[config.mk]
export PLATFORM = sky130hd
export DESIGN_NAME = fetch_queue
export DESIGN_NICKNAME = d
export VERILOG_FILES = /design/src/rtl/fetch_queue.sv
export SDC_FILE = /design/constraint.sdc
export NUM_CORES = 1
export LEC_CHECK = 0
export CELL_PAD_IN_SITES_DETAIL_PLACEMENT = 0
export CELL_PAD_IN_SITES_GLOBAL_PLACEMENT = 1
export CORE_UTILIZATION = 46
export CTS_CLUSTER_DIAMETER = 150
export DETAILED_ROUTE_END_ITERATION = 10
export GPL_TIMING_DRIVEN = 0
export PLACE_DENSITY_LB_ADDON = 0.1
export SLEW_MARGIN = 0
export SYNTH_ARGS = -nofsm -noshare
export SYNTH_HDL_FRONTEND = slang
export SYNTH_SLANG_ARGS = --single-unit
[constraint.sdc]
create_clock -name clk_i -period 19.5 [get_ports clk_i]
set_clock_uncertainty 0.1 [all_clocks]
set_input_delay 5.85 -clock clk_i [delete_from_list [all_inputs] [get_ports clk_i]]
set_output_delay 5.85 -clock clk_i [all_outputs]
set_load 0.05 [all_outputs]
[src/rtl/fetch_queue.sv]
// Sequential instruction fetch front-end: credit-limited request issue, in-order
// response capture into a small {inst, pc} FIFO, and redirect with in-flight drop.
`timescale 1ns/1ps

module fetch_queue #(
   parameter logic [31:0] RESET_PC = 32'h0000_0000,
   parameter int unsigned DEPTH    = 2
) (
   input  logic        clk_i,
   input  logic        rst_i,
   output logic        imem_req_o,
   output logic [31:0] imem_addr_o,
   input  logic        imem_gnt_i,
   input  logic        imem_rvalid_i,
   input  logic [31:0] imem_rdata_i,
   input  logic        redirect_i,
   input  logic [31:0] redirect_pc_i,
   output logic        inst_valid_o,
   output logic [31:0] inst_o,
   output logic [31:0] inst_pc_o,
   input  logic        inst_ready_i
);

   localparam int unsigned AW          = $clog2(DEPTH);
   localparam int unsigned CW          = $clog2(DEPTH + 1);
   localparam logic [CW:0] DEPTH_C     = (CW + 1)'(DEPTH);
   localparam logic [31:0] RESET_PC_AL = {RESET_PC[31:2], 2'b00};

   logic [31:0]   fetch_pc_q, fetch_pc_d;
   logic [31:0]   resp_pc_q, resp_pc_d;
   logic [CW-1:0] count_q, count_d;
   logic [CW-1:0] pend_q, pend_d;
   logic [CW-1:0] drop_q, drop_d;
   logic [AW-1:0] rd_ptr_q, rd_ptr_d;
   logic [AW-1:0] wr_ptr_q, wr_ptr_d;
   logic [31:0]   inst_mem_q [DEPTH];
   logic [31:0]   inst_mem_d [DEPTH];
   logic [31:0]   pc_mem_q   [DEPTH];
   logic [31:0]   pc_mem_d   [DEPTH];

   logic [CW:0]   credit_used;
   logic [31:0]   redirect_tgt;
   logic          grant;
   logic          rsp_ok;
   logic          push;
   logic          pop;
   logic          unused_pc_lsb;

   always_comb begin
      credit_used   = {1'b0, count_q} + {1'b0, pend_q};
      redirect_tgt  = {redirect_pc_i[31:2], 2'b00};
      unused_pc_lsb = ^redirect_pc_i[1:0];
      // Requests are held off during reset and in a redirect cycle; the
      // credit check reserves a FIFO slot for every outstanding request.
      imem_req_o    = !rst_i && !redirect_i && (credit_used < DEPTH_C);
      imem_addr_o   = fetch_pc_q;
      grant         = imem_req_o && imem_gnt_i;
      rsp_ok        = imem_rvalid_i && (pend_q != '0);
      push          = rsp_ok && (drop_q == '0) && !redirect_i;
      pop           = (count_q != '0) && inst_ready_i && !redirect_i;
   end

   always_comb begin
      fetch_pc_d = fetch_pc_q;
      resp_pc_d  = resp_pc_q;
      pend_d     = pend_q;
      drop_d     = drop_q;
      count_d    = count_q;
      rd_ptr_d   = rd_ptr_q;
      wr_ptr_d   = wr_ptr_q;
      inst_mem_d = inst_mem_q;
      pc_mem_d   = pc_mem_q;

      unique case ({grant, rsp_ok})
         2'b10:   pend_d = pend_q + CW'(1);
         2'b01:   pend_d = pend_q - CW'(1);
         default: pend_d = pend_q;
      endcase

      if (grant) begin
         fetch_pc_d = fetch_pc_q + 32'd4;
      end

      if (push) begin
         inst_mem_d[wr_ptr_q] = imem_rdata_i;
         pc_mem_d[wr_ptr_q]   = resp_pc_q;
         wr_ptr_d             = wr_ptr_q + AW'(1);
         resp_pc_d            = resp_pc_q + 32'd4;
      end

      if (pop) begin
         rd_ptr_d = rd_ptr_q + AW'(1);
      end

      unique case ({push, pop})
         2'b10:   count_d = count_q + CW'(1);
         2'b01:   count_d = count_q - CW'(1);
         default: count_d = count_q;
      endcase

      if (rsp_ok && (drop_q != '0)) begin
         drop_d = drop_q - CW'(1);
      end

      // Every request still in flight after this cycle's response becomes
      // stale; pend keeps its normal update so the drop count stays <= pend.
      if (redirect_i) begin
         fetch_pc_d = redirect_tgt;
         resp_pc_d  = redirect_tgt;
         drop_d     = pend_q - CW'(rsp_ok);
         count_d    = '0;
         rd_ptr_d   = '0;
         wr_ptr_d   = '0;
      end
   end

   always_ff @(posedge clk_i or posedge rst_i) begin
      if (rst_i) begin
         fetch_pc_q <= RESET_PC_AL;
         resp_pc_q  <= RESET_PC_AL;
         count_q    <= '0;
         pend_q     <= '0;
         drop_q     <= '0;
         rd_ptr_q   <= '0;
         wr_ptr_q   <= '0;
         inst_mem_q <= '{default: '0};
         pc_mem_q   <= '{default: '0};
      end else begin
         fetch_pc_q <= fetch_pc_d;
         resp_pc_q  <= resp_pc_d;
         count_q    <= count_d;
         pend_q     <= pend_d;
         drop_q     <= drop_d;
         rd_ptr_q   <= rd_ptr_d;
         wr_ptr_q   <= wr_ptr_d;
         inst_mem_q <= inst_mem_d;
         pc_mem_q   <= pc_mem_d;
      end
   end

   always_comb begin
      inst_valid_o = (count_q != '0);
      inst_o       = inst_mem_q[rd_ptr_q];
      inst_pc_o    = pc_mem_q[rd_ptr_q];
   end

endmodule

# ---- Word level (Yosys, flattened, before mapping)
# Cells that the tools add are included.
dict set report word_totals {
  register_bits 200
  latch_bits 0
  ramBits 0
  mem_bits_ro 0
  out_inout_bits 98
  word_cells 77
  n_memories 0
}
dict set report classes {
  add_sub_neg 11
  n_mul 0
  div_mod_pow 0
  magnitude_cmp 4
  n_eq_ne 4
  shift 0
  n_mux 23
  bitwise_logic 2
  n_reduce_logical 22
}
# op count
set ops {}
lappend ops {{32-bit two-way mux} 11}
lappend ops {{64-bit bitwise mux} 2}
lappend ops {{32-bit by 3-bit adder with 32-bit output (second input constant)} 2}
lappend ops {{32-bit demux with 1-bit select} 1}
lappend ops {{2-bit nonzero test} 8}
lappend ops {{1-bit logical AND} 10}
lappend ops {{2-bit one-hot mux with 2 select lines} 2}
lappend ops {{2-bit two-way mux} 3}
lappend ops {{2-bit by 1-bit subtractor with 2-bit output (second input constant)} 3}
lappend ops {{2-bit by 1-bit adder with 2-bit output (second input constant)} 2}
lappend ops {{2-bit by 1-bit equality test with 1-bit output (second input constant)} 2}
lappend ops {{2-bit equality test (second input constant)} 2}
lappend ops {{2-bit >= comparator (second input constant)} 2}
lappend ops {{1-bit two-way mux} 4}
lappend ops {{1-bit inverter with 2-bit output} 2}
lappend ops {{2-bit by 2-bit adder with 3-bit output} 1}
lappend ops {{3-bit by 2-bit < comparator with 1-bit output (second input constant)} 1}
lappend ops {{3-bit nonzero test} 1}
lappend ops {{1-bit adder (second input constant)} 2}
lappend ops {{1-bit zero test} 2}
lappend ops {{2-bit zero test} 1}
lappend ops {{2-bit by 1-bit < comparator with 1-bit output (second input constant)} 1}
lappend ops {{2-bit by 1-bit subtractor with 2-bit output} 1}

# ---- Depth between registers and ports, before layout
# Gate-level depths: netlist of the first run.
dict set report logic_depth {
  ltp_word 7
  ltp_mapped 10
  mapped_depth_nobuf 8
}

# ---- Worst setup path after synthesis of the first run
# OpenSTA, ideal clock, no wires.
dict set report synth_path {
  kind {in2out}
  from {input redirect_i}
  to {output imem_req_o}
  t_arrival_ns 7.956
  path_slack_ns 5.594
  stages 4
  n_path_buf 3
  path_cell_list {clkbuf_1 buf_1 clkbuf_1 nor4_1}
}
dict set report synth_between {
  elab_chain_cells 3
}
# element line
set synth_lines {}
lappend synth_lines {{from (decl)} 16} ;# input logic redirect_i,
lappend synth_lines {{1-bit zero test} 55} ;# imem_req_o = !rst_i && !redirect_i && (credit_used < DEPTH_C);
lappend synth_lines {{1-bit logical AND (2 in a row)} 55}
lappend synth_lines {{to (decl)} 11} ;# output logic imem_req_o,
# Every way passes these cells.

# ---- Final worst setup path of the first run
# Same ends and word-level chain as after synthesis.

==> reports/metrics.cfg, run 1 <==
[routing]
drc=0
detail_route.first_pass.iterations=5
highest_layer=met4
num_vias=7180
wl_met2_um=11400
postRouteAntennaNets=0
drt_iter0_drc=442
wl_met3_um=1200
wl_per_cell_um=19.2
viasPerCell=5.67
wl_met1_um=11300
finalWirelength_um=24300

[layout]
layout_common_cells=mux2_2 (199), dfrtp_1 (192), clkdlybuf4s50_1 (161), nand2_1 (37), nor2_1 (36)
layout.nets=1061
layout-drive-gt1-share_pct=25.2
final_area_mm2=0.0121
syn2layout_area_growth_pct=27.1
regArea_mm2=0.00480
nFillCells=1714
final_common_cell=mux2_2
num_antenna_cells=0
final_core_util_pct=59.7
multi_input_area_mm2=0.00448

[worst_setup_path]
worstPathRequired_ns=13.55
r2r-start=pend_q[0]$_DFFE_PP0P_
worstPathArrival_ns=8.93
path_max_fanout=10
critPathKind=in -> out
r2r_slack_ns=15.86
startpoint=redirect_i
cp-end-kind=output port
start_kind=primary input

[job]
drv_cap=0

[sta]
tns_ns=0
post-route-period-util_pct=76.3
fin_hold_ws_ns=0.404
min_period_ns=14.88
fmax_mhz=67.2
tightest_slew_ns=1.24
hold_viol_final=0
maxSlewHeadroom_pct=16.3
drv_slew=0
rsz0062_at_grt=no
setup_viol=0

[outcome]
status=finished clean

[synthesis]
synth.distinct_cells=53
synth_edf_count=0
yosys_most_used_dff=dfrtp_1
yosysSeqAreaShare_pct=50.5
synth_area_mm2=0.00951
synthCells=801
yosys_warnings=0
syn_area_per_cell_um2=11.9
ys_ff_latch=192
synthArstFlopShare_pct=100

[cts]
cts_sinks=192
cts_buffers=17
cts_hold_buf=0
clock_latency_ns=0.43
postCtsSetupRepairBufs=0
htreeDepth=4
clock-root-buffer=clkbuf_16
clockBufferDepth=2
clk_pin_slew_worst_paths_ns=0.07
cts_tree=built
cts_resized=0

[floorplan]
dieWidth_um=146
fp.coreArea_mm2=0.0202
ios=168
die_h_um=146
initial_core_util_pct=47.0
rows=52
die-area_mm2=0.0213

[global_routing]
gr-total-overflow=0
grt_max_degree=102
antenna_found_initial=0
grt_pass1_wl_um=39100
grt_usage_pct=23.6
grt_pass1_vias=7059

[placed_design]
dpl_cell_area_mm2=0.0115
numPortBuffers=161
gp_congestion=0.879
hpwl_um=17300

[power_and_ir_drop]
ir_drop_uv=100
powerDensity_mw_per_mm2=141
leakagePower_nw=4.93
power.total_w=0.00170

[worst_hold_path]
hold_class=reg -> reg
hp-start=pc_mem_q[14]$_DFFE_PP0P_

cell type report:
class / count / area share (%)
buffer: 48 / 1.70
clock buffer: 17 / 3.52
clock inverter: 14 / 1.21
inverter: 10 / 0.373
multi-input combinational: 554 / 37.1
sequential: 192 / 39.8
tap: 270 / 2.80
timing repair buffer: 162 / 13.6
power by group:
group	switching [W]	internal [W]	leakage, nW
logic	0.000452	0.000321	2.28
registers	0.0000722	0.000515	2.38
clock network	0.000172	0.000171	0.272
total	0.000696	0.00101	4.93
Yosys cell counts, drive strengths merged (2+ instances only):
library cell	instances	share of area (%)
nand2	37	1.5
nor3b	4	0.32
dfrtp	192	51
and3	9	0.59
buf	18	0.97
or4b	2	0.21
xor2	7	0.64
a311oi	4	0.37
nand2b	4	0.26
a21oi	9	0.47
a211o	2	0.18
and4	12	1.1
or2	2	0.13
nand3	22	1.2
mux2	199	24
or3	12	0.79
a31oi	19	1.2
and2	5	0.33
nand4	20	1.3
nor4b	2	0.18
o21ai	16	0.84
nor4	20	1.4
nor2	36	1.4
xnor2	17	1.6
nor2b	7	0.46
a21boi	5	0.39
nand4b	2	0.18
mux2i	3	0.32
clkbuf	30	1.2
a2111oi	2	0.18
a211oi	8	0.63
o31ai	10	0.79
inv	10	0.39
nor3	16	0.84
a21o	2	0.16
or4	16	1.3
ha	5	0.66
o31a	5	0.46
stage by stage:
step	cells	setup WS [ns]
4_1_cts	1267	4.60
3_3_place_gp	1235	4.60
3_5_place_dp	1236	4.61
5_1_grt	1267	4.51
6_report	1267	4.62
2_1_floorplan	804	5.59
final timing paths:
kind,end,depth (start not counted)
worst min register to register,pc_mem_q[14]$_DFFE_PP0P_,1
worst max-delay path,imem_req_o,6
max in group asynchronous,resp_pc_q[24]$_DFFE_PP0N_,3
worst min-delay path,pc_mem_q[14]$_DFFE_PP0P_,1
worst max register to register,imem_addr_o[20]$_DFFE_PP0P_,8
min in group asynchronous,imem_addr_o[4]$_DFFE_PP0P_,2
critical path: stages:
cell,delay [ns]
clkdlybuf4s50_1,0.67
clkbuf_1,0.51
buf_1,0.48
clkbuf_1,0.56
nor4_1,0.11
clkdlybuf4s50_1,0.73
flip-flops by register name (all words and copies together) (netlist names):
signal	count
count_q	2
drop_q	2
imem_addr_o	30
inst_mem_q	64
pc_mem_q	60
pend_q	2
rd_ptr_q	1
resp_pc_q	30
wr_ptr_q	1
routing by layer:
| metal | track usage, % | vias to the layer above |
|---|---|---|
| li1 | - | 3357 |
| met1 | 33.8 | 3597 |
| met2 | 36.7 | 204 |
| met3 | 4.55 | 22 |
| met4 | 6.32 | 0 |
| met5 | 0 | - |
logic make-up (layout without fill, tap and decap cells):
| kind of cell | count (synthesis) | in the layout | share of synthesized area, % |
|---|---|---|---|
| xor gates and xnor gates | 24 | 24 | 2.21 |
| DFF | 192 | 192 | 50.5 |
| adders and majority gates | 6 | 6 | 0.868 |
| buffers and inverters | 58 | 251 | 2.55 |
| AOI/OAI and AO/OA | 89 | 89 | 6.41 |
| muxes | 202 | 202 | 23.9 |
| and+or+nand+nor | 229 | 229 | 13.5 |
| other | 1 | 4 | 0.0394 |
Power figures use the tool's default switching activity.
==> run 2: changes to the inputs <==
--- a/config.mk
+++ b/config.mk
@@ -7,7 +7,7 @@
 export LEC_CHECK = 0
 export CELL_PAD_IN_SITES_DETAIL_PLACEMENT = 0
 export CELL_PAD_IN_SITES_GLOBAL_PLACEMENT = 1
-export CORE_UTILIZATION = 46
+export CORE_UTILIZATION = 38
 export CTS_CLUSTER_DIAMETER = 150
 export DETAILED_ROUTE_END_ITERATION = 10
 export GPL_TIMING_DRIVEN = 0
==> constraint.sdc (replaced) <==
create_clock -name clk_i -period 13.19 [get_ports clk_i]
set_clock_uncertainty 0.1 [all_clocks]
set_input_delay 3.957 -clock clk_i [delete_from_list [all_inputs] [get_ports clk_i]]
set_output_delay 3.957 -clock clk_i [all_outputs]
set_load 0.05 [all_outputs]
==> reports/metrics.cfg, run 2 (synthesis results as in run 1) <==
[layout]
final_cells=1322  ; +4.3%
regArea_mm2=0.00480  ; unchanged
layout.nets=1061  ; unchanged
largest_reg_flops=64  ; unchanged
final_common_cell=mux2_2
multi_input_area_mm2=0.00448  ; unchanged
syn2layout_area_growth_pct=28.2
layout-drive-gt1-share_pct=25.3  ; +0.075 points
reg_top3=inst_mem_q: 64 flops, pc_mem_q: 60 flops
regMostFlops=inst_mem_q
layout_common_cells=mux2_2 (199), dfrtp_1 (192), clkdlybuf4s50_1 (161), nand2_1 (37), nor2_1 (36)
nFillCells=2261  ; +32%
num_antenna_cells=0  ; unchanged

[sta]
rsz0062_at_grt=no
tightest_slew_ns=1.20  ; -0.0467 ns
min_period_ns=11.17
tns_ns=0  ; unchanged
fmax_mhz=89.5
fin_hold_ws_ns=0.404  ; -0.000615 ns
hold_viol_final=0  ; unchanged
setup_viol=0  ; unchanged
post-route-period-util_pct=84.7
maxSlewHeadroom_pct=19.5  ; +3.1 points
drv_slew=0  ; unchanged

[power_and_ir_drop]
leakagePower_nw=4.96  ; +0.55%
p_sw_share_pct=40.8  ; -0.14 points
ir_drop_uv=189  ; +89%
switchingPower_w=0.00104  ; +49%
p_seq_share_pct=34.0  ; -0.5 points
p_clk_share_pct=21.1  ; +1.0 points
powerDensity_mw_per_mm2=209  ; +48%
pwr-share-comb_pct=44.9  ; -0.5 points
p_int_w=0.00151  ; +50%

[cts]
clk_pin_slew_worst_paths_ns=0.08  ; about the same
cts_hold_buf=0  ; unchanged
cts_resized=0  ; unchanged
cts_sinks=192  ; unchanged
clock-root-buffer=clkbuf_16
cts_buffers=17  ; unchanged
cts_tree=built
postCtsSetupRepairBufs=0  ; unchanged
htreeDepth=4  ; unchanged
clockBufferDepth=2  ; unchanged
clock_latency_ns=0.44  ; about the same

[floorplan]
die-area_mm2=0.0257  ; +21%
ios=168  ; unchanged
rows=57  ; +9.6%
initial_core_util_pct=38.9  ; -8.1 points
fp.coreArea_mm2=0.0245  ; +21%
dieWidth_um=160  ; +9.9%
die_h_um=160  ; +9.9%

[routing]
viasPerCell=5.30  ; -6.5%
detail_route.first_pass.iterations=4  ; -1
drc=0  ; unchanged
wl_per_cell_um=19.1  ; -0.27%
finalWirelength_um=25300  ; +4.1%
wl_met3_um=708  ; -41%
drt_iter0_drc=399  ; -9.7%
postRouteAntennaNets=0  ; unchanged
num_vias=7007  ; -2.4%
highest_layer=met4
wl_met1_um=12400  ; +9.7%
wl_met2_um=12000  ; +4.7%

[global_routing]
grt_pass1_vias=6957  ; -1.4%
antenna_found_initial=0  ; unchanged
gr-total-overflow=0  ; unchanged
grt_usage_pct=20.4  ; -3.2 points
grt_max_degree=102  ; unchanged
grt_pass1_wl_um=40700  ; +4.1%

[worst_setup_path]
start_kind=primary input
cp-end-kind=output port
critPathKind=in -> out
path_max_fanout=10  ; unchanged
worstPathRequired_ns=9.13  ; -4.42 ns
worstPathArrival_ns=7.11  ; -1.82 ns

[outcome]
status=finished clean

[placed_design]
dp.cells=1290  ; +4.4%
hpwl_um=18200  ; +4.9%
gp_congestion=0.816  ; -7.2%
numPortBuffers=161  ; unchanged

[job]
drv_cap=0  ; unchanged

[worst_hold_path]
hold_class=reg -> reg

-- run 2: power by group through the flow --
stage          registers (W)  clock network (W)  logic [W]
2_1_floorplan       0.000881                  0   0.000795
3_3_place_gp        0.000875                  0    0.00115
3_5_place_dp        0.000880                  0    0.00115
4_1_cts             0.000868           0.000553    0.00116
5_1_grt             0.000895           0.000575    0.00121
6_report            0.000866           0.000537    0.00114
-- run 2: stage by stage --
stage | util [%] | instance area [µm²] | total power [W] | setup slack, ns
after floorplan | - | 9520 | 0.00168 | 3.07
after global placement | 47.2 | 11500 | 0.00202 | 0.782
after detailed placement | 47.3 | 11600 | 0.00203 | 2.01
after CTS | 49.8 | 12200 | 0.00258 | 1.99
after global routing | 49.8 | 12200 | 0.00268 | 1.88
final | 49.8 | 12200 | 0.00255 | 2.02
-- run 2: final timing paths --
path / start / endpoint / slack [ns] / cells past startpoint
max in group asynchronous: rst_i / resp_pc_q[30]$_DFFE_PP0N_ / 8.05 / 3
worst min-delay path: pc_mem_q[63]$_DFFE_PP0P_ / pc_mem_q[63]$_DFFE_PP0P_ / 0.40 / 1
min in group asynchronous: rst_i / pend_q[1]$_DFFE_PP0P_ / 3.98 / 2
worst max register to register: pend_q[0]$_DFFE_PP0P_ / imem_addr_o[20]$_DFFE_PP0P_ / 9.47 / 8
worst max-delay path: redirect_i / imem_req_o / 2.02 / 6
worst min register to register: pc_mem_q[63]$_DFFE_PP0P_ / pc_mem_q[63]$_DFFE_PP0P_ / 0.40 / 1
-- run 2: metal layers --
metal	vias to the layer above	GRT usage (%)
met5	-	0
met4	0	3.98
met3	15	3.40
met2	119	32.0
met1	3520	29.8
li1	3353	-
-- run 2: worst max-delay path: stages --
cell and delay [ns]:
clkdlybuf4s50_1 0.72, clkbuf_1 0.51, buf_1 0.48, clkbuf_1 0.58
nor4_1 0.11, clkdlybuf4s50_1 0.73
-- run 2: cell type report --
| cell class | count | area share, % |
|---|---|---|
| plain buffers | 48 | 1.68 |
| clock buffers | 17 | 3.49 |
| clock inverters | 15 | 1.52 |
| inverters | 10 | 0.370 |
| multi-input cells | 554 | 36.7 |
| flip-flops and latches | 192 | 39.4 |
| well taps | 324 | 3.33 |
| repair buffers | 162 | 13.4 |
